File: src/rtl/pid_controller_mc.sv
`default_nettype none
// ============================================================================
//  Module      : pid_controller_mc
//  Description : Time-multiplexed PID controller. One start pulse sweeps all
//                CHANNELS through a shared LOAD/MUL/SUM/STORE datapath. Each
//                channel produces a saturated duty word with a deadband and a
//                clamped integral.
//  Optional    : PID_DERIVATIVE_EN - when defined, builds the Kd term, the
//                per-channel err_prev registers and the KD_DIV sweep counter.
//                When undefined, the Kd term is 0 and the Kd port is ignored.
//  Ports       : CLK            - clock, rising edge
//                reset          - asynchronous, active-high
//                start          - one-cycle sweep request (ignored while busy)
//                busy           - high while a sweep runs
//                done           - one-cycle pulse after the last channel store
//                setpoint/state - packed signed per-channel inputs, ch0 in LSBs
//                Kp/Ki/Kd       - packed signed per-channel gains
//                PWMLimit/IntegralLimit/deadband - packed signed per-channel
//                duty           - packed signed registered per-channel result
//  Revision    : 1.0 - initial release
// ============================================================================
module pid_controller_mc #(
  parameter int WIDTH     = 24,
  parameter int CHANNELS  = 4,
  parameter int FRAC_BITS = 0,
  parameter int KD_DIV    = 128
) (
  input  logic                         CLK,
  input  logic                         reset,
  input  logic                         start,
  output logic                         busy,
  output logic                         done,
  input  logic [CHANNELS*WIDTH-1:0]    setpoint,
  input  logic [CHANNELS*WIDTH-1:0]    state,
  input  logic [CHANNELS*WIDTH-1:0]    Kp,
  input  logic [CHANNELS*WIDTH-1:0]    Ki,
  input  logic [CHANNELS*WIDTH-1:0]    Kd,
  input  logic [CHANNELS*WIDTH-1:0]    PWMLimit,
  input  logic [CHANNELS*WIDTH-1:0]    IntegralLimit,
  input  logic [CHANNELS*WIDTH-1:0]    deadband,
  output logic [CHANNELS*WIDTH-1:0]    duty
);

  localparam int CH_W = (CHANNELS > 1) ? $clog2(CHANNELS) : 1;
  localparam int PW   = 2 * WIDTH;
  localparam int SW   = 2 * WIDTH + 2;
  localparam logic [CH_W-1:0] LAST_CH = CH_W'(CHANNELS - 1);

  typedef enum logic [2:0] {
    IDLE  = 3'd0,
    LOAD  = 3'd1,
    MUL   = 3'd2,
    SUM   = 3'd3,
    STORE = 3'd4
  } fsm_t;

  fsm_t                       r_fsm;
  logic                       r_busy;
  logic                       r_done;
  logic [CH_W-1:0]            r_ch;
  logic signed [WIDTH-1:0]    r_err;
  logic signed [PW-1:0]       r_pterm;
  logic signed [PW-1:0]       r_iterm;
  logic signed [PW-1:0]       r_dterm;
  logic signed [SW-1:0]       r_sum;
  logic [CHANNELS*WIDTH-1:0]  r_duty;
  logic signed [WIDTH-1:0]    r_integral [CHANNELS];

  // Current channel's operands
  logic signed [WIDTH-1:0]    w_sp, w_st, w_kp, w_ki;
  logic signed [WIDTH-1:0]    w_pwm_raw, w_ilim_raw, w_db;
  logic signed [WIDTH-1:0]    w_pwm, w_ilim, w_integ;

  assign w_sp       = $signed(setpoint[r_ch*WIDTH +: WIDTH]);
  assign w_st       = $signed(state[r_ch*WIDTH +: WIDTH]);
  assign w_kp       = $signed(Kp[r_ch*WIDTH +: WIDTH]);
  assign w_ki       = $signed(Ki[r_ch*WIDTH +: WIDTH]);
  assign w_pwm_raw  = $signed(PWMLimit[r_ch*WIDTH +: WIDTH]);
  assign w_ilim_raw = $signed(IntegralLimit[r_ch*WIDTH +: WIDTH]);
  assign w_db       = $signed(deadband[r_ch*WIDTH +: WIDTH]);
  assign w_integ    = r_integral[r_ch];

  // Negative limits collapse to zero, so the symmetric clamps below are safe
  assign w_pwm  = w_pwm_raw[WIDTH-1]  ? '0 : w_pwm_raw;
  assign w_ilim = w_ilim_raw[WIDTH-1] ? '0 : w_ilim_raw;

  // Deadband test one bit wider so |most-negative err| does not overflow
  logic signed [WIDTH:0] w_err_x, w_abs_err;
  logic                  w_in_db;
  assign w_err_x   = (WIDTH+1)'(r_err);
  assign w_abs_err = w_err_x[WIDTH] ? -w_err_x : w_err_x;
  assign w_in_db   = (w_abs_err <= (WIDTH+1)'(w_db));

  // Integral accumulate and clamp, also one bit wider
  logic signed [WIDTH:0]   w_int_sum, w_ilim_x;
  logic signed [WIDTH-1:0] w_int_next;
  assign w_int_sum = (WIDTH+1)'(w_integ) + (WIDTH+1)'(r_err);
  assign w_ilim_x  = (WIDTH+1)'(w_ilim);
  always_comb begin
    w_int_next = w_int_sum[WIDTH-1:0];
    if (w_int_sum > w_ilim_x)
      w_int_next = w_ilim;
    else if (w_int_sum < -w_ilim_x)
      w_int_next = -w_ilim;
  end

  // Output saturation against the full-width sum
  logic signed [SW-1:0]    w_pwm_s;
  logic signed [WIDTH-1:0] w_sat, w_duty_next;
  assign w_pwm_s = SW'(w_pwm);
  always_comb begin
    w_sat = r_sum[WIDTH-1:0];
    if (r_sum > w_pwm_s)
      w_sat = w_pwm;
    else if (r_sum < -w_pwm_s)
      w_sat = -w_pwm;
  end
  assign w_duty_next = w_in_db ? '0 : w_sat;

`ifdef PID_DERIVATIVE_EN
  localparam int KD_W = (KD_DIV > 1) ? $clog2(KD_DIV) : 1;
  localparam logic [KD_W-1:0] KD_LAST = KD_W'(KD_DIV - 1);

  logic signed [WIDTH-1:0] r_err_prev [CHANNELS];
  logic [KD_W-1:0]         r_sweep;
  logic signed [WIDTH-1:0] w_kd;
  logic signed [WIDTH:0]   w_ddiff;

  assign w_kd    = $signed(Kd[r_ch*WIDTH +: WIDTH]);
  assign w_ddiff = (WIDTH+1)'(r_err_prev[r_ch]) - (WIDTH+1)'(r_err);
`else
  logic w_unused_kd;
  assign w_unused_kd = ^Kd;
`endif

  always_ff @(posedge CLK or posedge reset) begin
    if (reset) begin
      r_fsm   <= IDLE;
      r_busy  <= 1'b0;
      r_done  <= 1'b0;
      r_ch    <= '0;
      r_err   <= '0;
      r_pterm <= '0;
      r_iterm <= '0;
      r_dterm <= '0;
      r_sum   <= '0;
      r_duty  <= '0;
      for (int i = 0; i < CHANNELS; i++) r_integral[i] <= '0;
`ifdef PID_DERIVATIVE_EN
      for (int i = 0; i < CHANNELS; i++) r_err_prev[i] <= '0;
      r_sweep <= '0;
`endif
    end else begin
      r_done <= 1'b0;
      case (r_fsm)
        IDLE: begin
          if (start) begin
            r_fsm  <= LOAD;
            r_busy <= 1'b1;
            r_ch   <= '0;
          end
        end
        LOAD: begin
          r_err <= w_st - w_sp;
          r_fsm <= MUL;
        end
        MUL: begin
          r_pterm <= PW'(w_kp) * PW'(r_err);
          r_iterm <= PW'(w_ki) * PW'(w_integ);
`ifdef PID_DERIVATIVE_EN
          r_dterm <= PW'(w_kd) * PW'(w_ddiff);
`else
          r_dterm <= '0;
`endif
          r_fsm <= SUM;
        end
        SUM: begin
          r_sum <= (SW'(r_pterm) + SW'(r_iterm) + SW'(r_dterm)) >>> FRAC_BITS;
          r_fsm <= STORE;
        end
        STORE: begin
          r_duty[r_ch*WIDTH +: WIDTH] <= w_duty_next;
          if (!w_in_db)
            r_integral[r_ch] <= w_int_next;
`ifdef PID_DERIVATIVE_EN
          if (r_sweep == '0)
            r_err_prev[r_ch] <= r_err;
`endif
          if (r_ch == LAST_CH) begin
            r_fsm  <= IDLE;
            r_busy <= 1'b0;
            r_done <= 1'b1;
`ifdef PID_DERIVATIVE_EN
            r_sweep <= (r_sweep == KD_LAST) ? '0 : r_sweep + 1'b1;
`endif
          end else begin
            r_ch  <= r_ch + 1'b1;
            r_fsm <= LOAD;
          end
        end
        default: begin
          r_fsm  <= IDLE;
          r_busy <= 1'b0;
        end
      endcase
    end
  end

  assign busy = r_busy;
  assign done = r_done;
  assign duty = r_duty;

endmodule
`default_nettype wire

File: config.mk
export PLATFORM = sky130hd
export DESIGN_NAME = pid_controller_mc
export DESIGN_NICKNAME = d
export VERILOG_FILES = /design/src/rtl/pid_controller_mc.sv
export SDC_FILE = /design/constraint.sdc
export NUM_CORES = 2
export LEC_CHECK = 0
export CAP_MARGIN = 20
export CORE_MARGIN = 2
export CORE_UTILIZATION = 31
export CTS_CLUSTER_SIZE = 30
export DETAILED_ROUTE_END_ITERATION = 7
export GPL_ROUTABILITY_DRIVEN = 0
export HOLD_SLACK_MARGIN = 0.05
export PLACE_DENSITY = 0.5
export SYNTH_ARGS = -nofsm -noshare
export SYNTH_HDL_FRONTEND = slang
export SYNTH_SLANG_ARGS = --single-unit
File: constraint.sdc
create_clock -name CLK -period 34.1 [get_ports CLK]
set_clock_uncertainty 0.2 [all_clocks]
set_input_delay 3.41 -clock CLK [delete_from_list [all_inputs] [get_ports CLK]]
set_output_delay 3.41 -clock CLK [all_outputs]
set_load 0.01 [all_outputs]
==> flow_metrics.tcl <==
set metrics [dict create \
    outcome "completed" \
    clk_pin_slew_worst_paths_ns 0.05 \
    ys_ff_latch 368 \
    cts.repair.resized 0 \
    share_of_cells_above_drive_strength_1 0.0656 \
    synth_area_leader_cell "sky130_fd_sc_hd__fa_1" \
    pre_cts_slack_ns 21.07 \
    hold_viol 0 \
    yosys_most_used_dff "sky130_fd_sc_hd__dfrtp_1" \
    drt-initial-drc-count 3719 \
    synth_most_common_cell "sky130_fd_sc_hd__inv_1" \
    grt-ovfl-total 0 \
    grt_antenna_before_repair 37 \
    cp_slowest_cell "sky130_fd_sc_hd__a2111oi_0" \
    yosysTopAreaCellShare 0.344 \
    worstSkewPairLatency_ns 0.65 \
    yosys_warnings 0 \
    post_cts_buffers 0 \
    async_reset_ff_frac 1.00 \
    synthesis.area_per_instance_um2 9.29 \
    timing.max_cap.violations 0 \
    ys_types 102 \
    maxSlewHeadroom 0.214 \
    gr-usage-all-layers 0.223 \
    number_of_nets_with_antenna_violations_after_routing 0 \
    clock_tree_from_tritoncts "yes" \
    synth.net_count 10100 \
    worst_path_most_repeated_cell "sky130_fd_sc_hd__fa_1" \
    routed_wl_um 259000 \
    die_area_um2 233000 \
    ctsLongestPathBuffers 3 \
    setup_violations 0 \
    cp_data_arrival_time_ns 12.41 \
    rows 175 \
    io_buffer_count 772 \
    design.final.nets 10700 \
    clock_sinks 368 \
    initial_utilization 0.312 \
    firstDrtPassIters 5 \
    cts_buffers 46 \
    post_drt_wl_per_cell_um 23.0 \
    period_needed_ns 12.15 \
    rsz_0062_raised_after_global_routing "no" \
    floorplan.core_area_um2 227000 \
    clock_tree.htree_level_count 2 \
    worstSetupStartpointType "input port" \
    final-max-slew-violation-count 0 \
    dieHeight_um 482 \
    fmax_mhz 82.3 \
    pin_count_of_the_biggest_net_entering_global_routing 135 \
    count_of_flip_flops_with_a_built_in_enable_after_synthesis 0 \
    element_type_at_the_critical_path_end "flip-flop" \
    via_per_inst 5.04 \
    critPathRequiredTime_ns 34.36 \
    critical_path_class "in -> reg" \
    design.portCount 869 \
    vias_in_the_first_global_route 60500 \
    floorplan.die.width_um 482 \
    synth-seq-area-share 0.130 \
    period_share 0.356 \
    synthesis.area_um2 70900 \
    hold_path.class "reg -> reg" \
    postCtsHoldBufs 0 \
    setup_tns_ns 0 \
    dp_hpwl_um 211000 \
    layout-area-overhead-vs-synth_pct 17.9 \
    peak_per_stage_delay_on_the_critical_path_ns 0.76 \
    crit_fanout 7 \
    netlist_top_cells_count "sky130_fd_sc_hd__inv_1 (1324), sky130_fd_sc_hd__fa_1 (1217), sky130_fd_sc_hd__nand2_1 (1049)" \
    tightest_slew_ns 1.17 \
    remaining_drc_errors 0 \
    via_count 56800 \
    global_route_wire_length_before_repair_um 387000 \
    timing.final.ws_setup_ns 21.95 \
    syn_inst 7631 \
    dominant_cells_by_area_after_synthesis "sky130_fd_sc_hd__fa_1 (34%), sky130_fd_sc_hd__dfrtp_1 (13%), sky130_fd_sc_hd__ha_1 (9.1%)" \
    clk_root_buffer_cell "sky130_fd_sc_hd__clkbuf_16" \
]
## flip-flops by register name, indices dropped and copies added (netlist names)
signal and flops:
duty 96, busy 1, r_sum 49, r_fsm 3, r_pterm 48, r_iterm 48
r_ch 2, r_integral 96, done 1, r_err 24
## through the flow
step	instance area (um2)	util	cells	hold slack (ns)
4_1_cts	83500	0.367	11200	0.280
3_3_place_gp	81900	0.360	11100	0.255
2_1_floorplan	70900	-	7631	0.243
5_1_grt	83600	0.367	11300	0.308
3_5_place_dp	81900	0.360	11200	0.267
6_report	83600	0.368	11300	0.275
## kinds of logic (layout without fill, tap and decap cells)
group / Yosys count / in the layout / share of synthesized area
and+or+nand+nor: 2168 / 2168 / 0.140
other: 1 / 23 / 0.0000529
buffers and inverters: 1694 / 2291 / 0.0915
muxes: 344 / 344 / 0.0781
xor gates and xnor gates: 240 / 240 / 0.0296
AOI/OAI and AO/OA: 1081 / 1081 / 0.0962
adders and majority gates: 1735 / 1735 / 0.435
DFF: 368 / 368 / 0.130
## layout make-up
class	count	area [um2]
clock buffer	60	1310
fill	23000	144000
inverter	1326	4980
tap	3009	3760
clock inverter	25	342
timing repair buffer	880	8570
antenna	22	55.1
sequential	368	9220
multi-input combinational	5569	55400
## cell usage in the layout, fill, tap and decap left out, types with 49 or more instances in the layout
cell                                 n
sky130_fd_sc_hd__a21o_1            119
sky130_fd_sc_hd__a21oi_1           215
sky130_fd_sc_hd__and2_1            317
sky130_fd_sc_hd__buf_4             105
sky130_fd_sc_hd__clkdlybuf4s50_1   772
sky130_fd_sc_hd__dfrtp_1           364
sky130_fd_sc_hd__fa_1             1217
sky130_fd_sc_hd__ha_1              518
sky130_fd_sc_hd__inv_1            1323
sky130_fd_sc_hd__mux2_2            137
sky130_fd_sc_hd__mux2i_1            56
sky130_fd_sc_hd__mux4_2            141
sky130_fd_sc_hd__nand2_1          1048
sky130_fd_sc_hd__nand3_1            62
sky130_fd_sc_hd__nand4_1            49
sky130_fd_sc_hd__nor2_1            423
sky130_fd_sc_hd__o21a_1             52
sky130_fd_sc_hd__o21ai_0           338
sky130_fd_sc_hd__xnor2_1           142
sky130_fd_sc_hd__xor2_1             98
## path summary, 6_finish.rpt
path / from / end / slack [ns] / cells past startpoint
max in group asynchronous: reset / r_err[7]$_DFFE_PP0P_ / 27.42 / 5
min in group asynchronous: reset / duty[95]$_DFFE_PP0P_ / 3.11 / 2
max reg2reg: r_ch[0]$_DFFE_PP0P_ / r_iterm[47]$_DFFE_PP0P_ / 23.07 / 32
min reg2reg: r_integral[47]$_DFFE_PP0P_ / r_integral[47]$_DFFE_PP0P_ / 0.28 / 2
min: r_integral[47]$_DFFE_PP0P_ / r_integral[47]$_DFFE_PP0P_ / 0.28 / 2
max: Ki[71] / r_iterm[47]$_DFFE_PP0P_ / 21.95 / 28
## layer usage
layer	wire length, um	vias up	GRT usage	part of all wire
li1	-	25500	-	-
met1	107000	29200	0.285	0.41
met2	126000	1732	0.383	0.49
met3	15200	323	0.0334	0.059
met4	9830	40	0.0738	0.038
met5	250	-	0	0.00097
## critical path, delay by kind of cell
| kind | cells | cell delay (ns) |
|---|---|---|
| AO/OA/AOI/OAI | 7 | 2.63 |
| multiplexers | 1 | 0.27 |
| buffers and inverters | 7 | 1.00 |
| XOR/XNOR | 1 | 0.22 |
| adder cells (fa/ha/maj) | 8 | 4.25 |
| AND/OR/NAND/NOR | 4 | 0.62 |
Power is left out: the tool's default activity adds up to more than one toggle a clock period on the data nets, which glitch-free logic cannot reach.
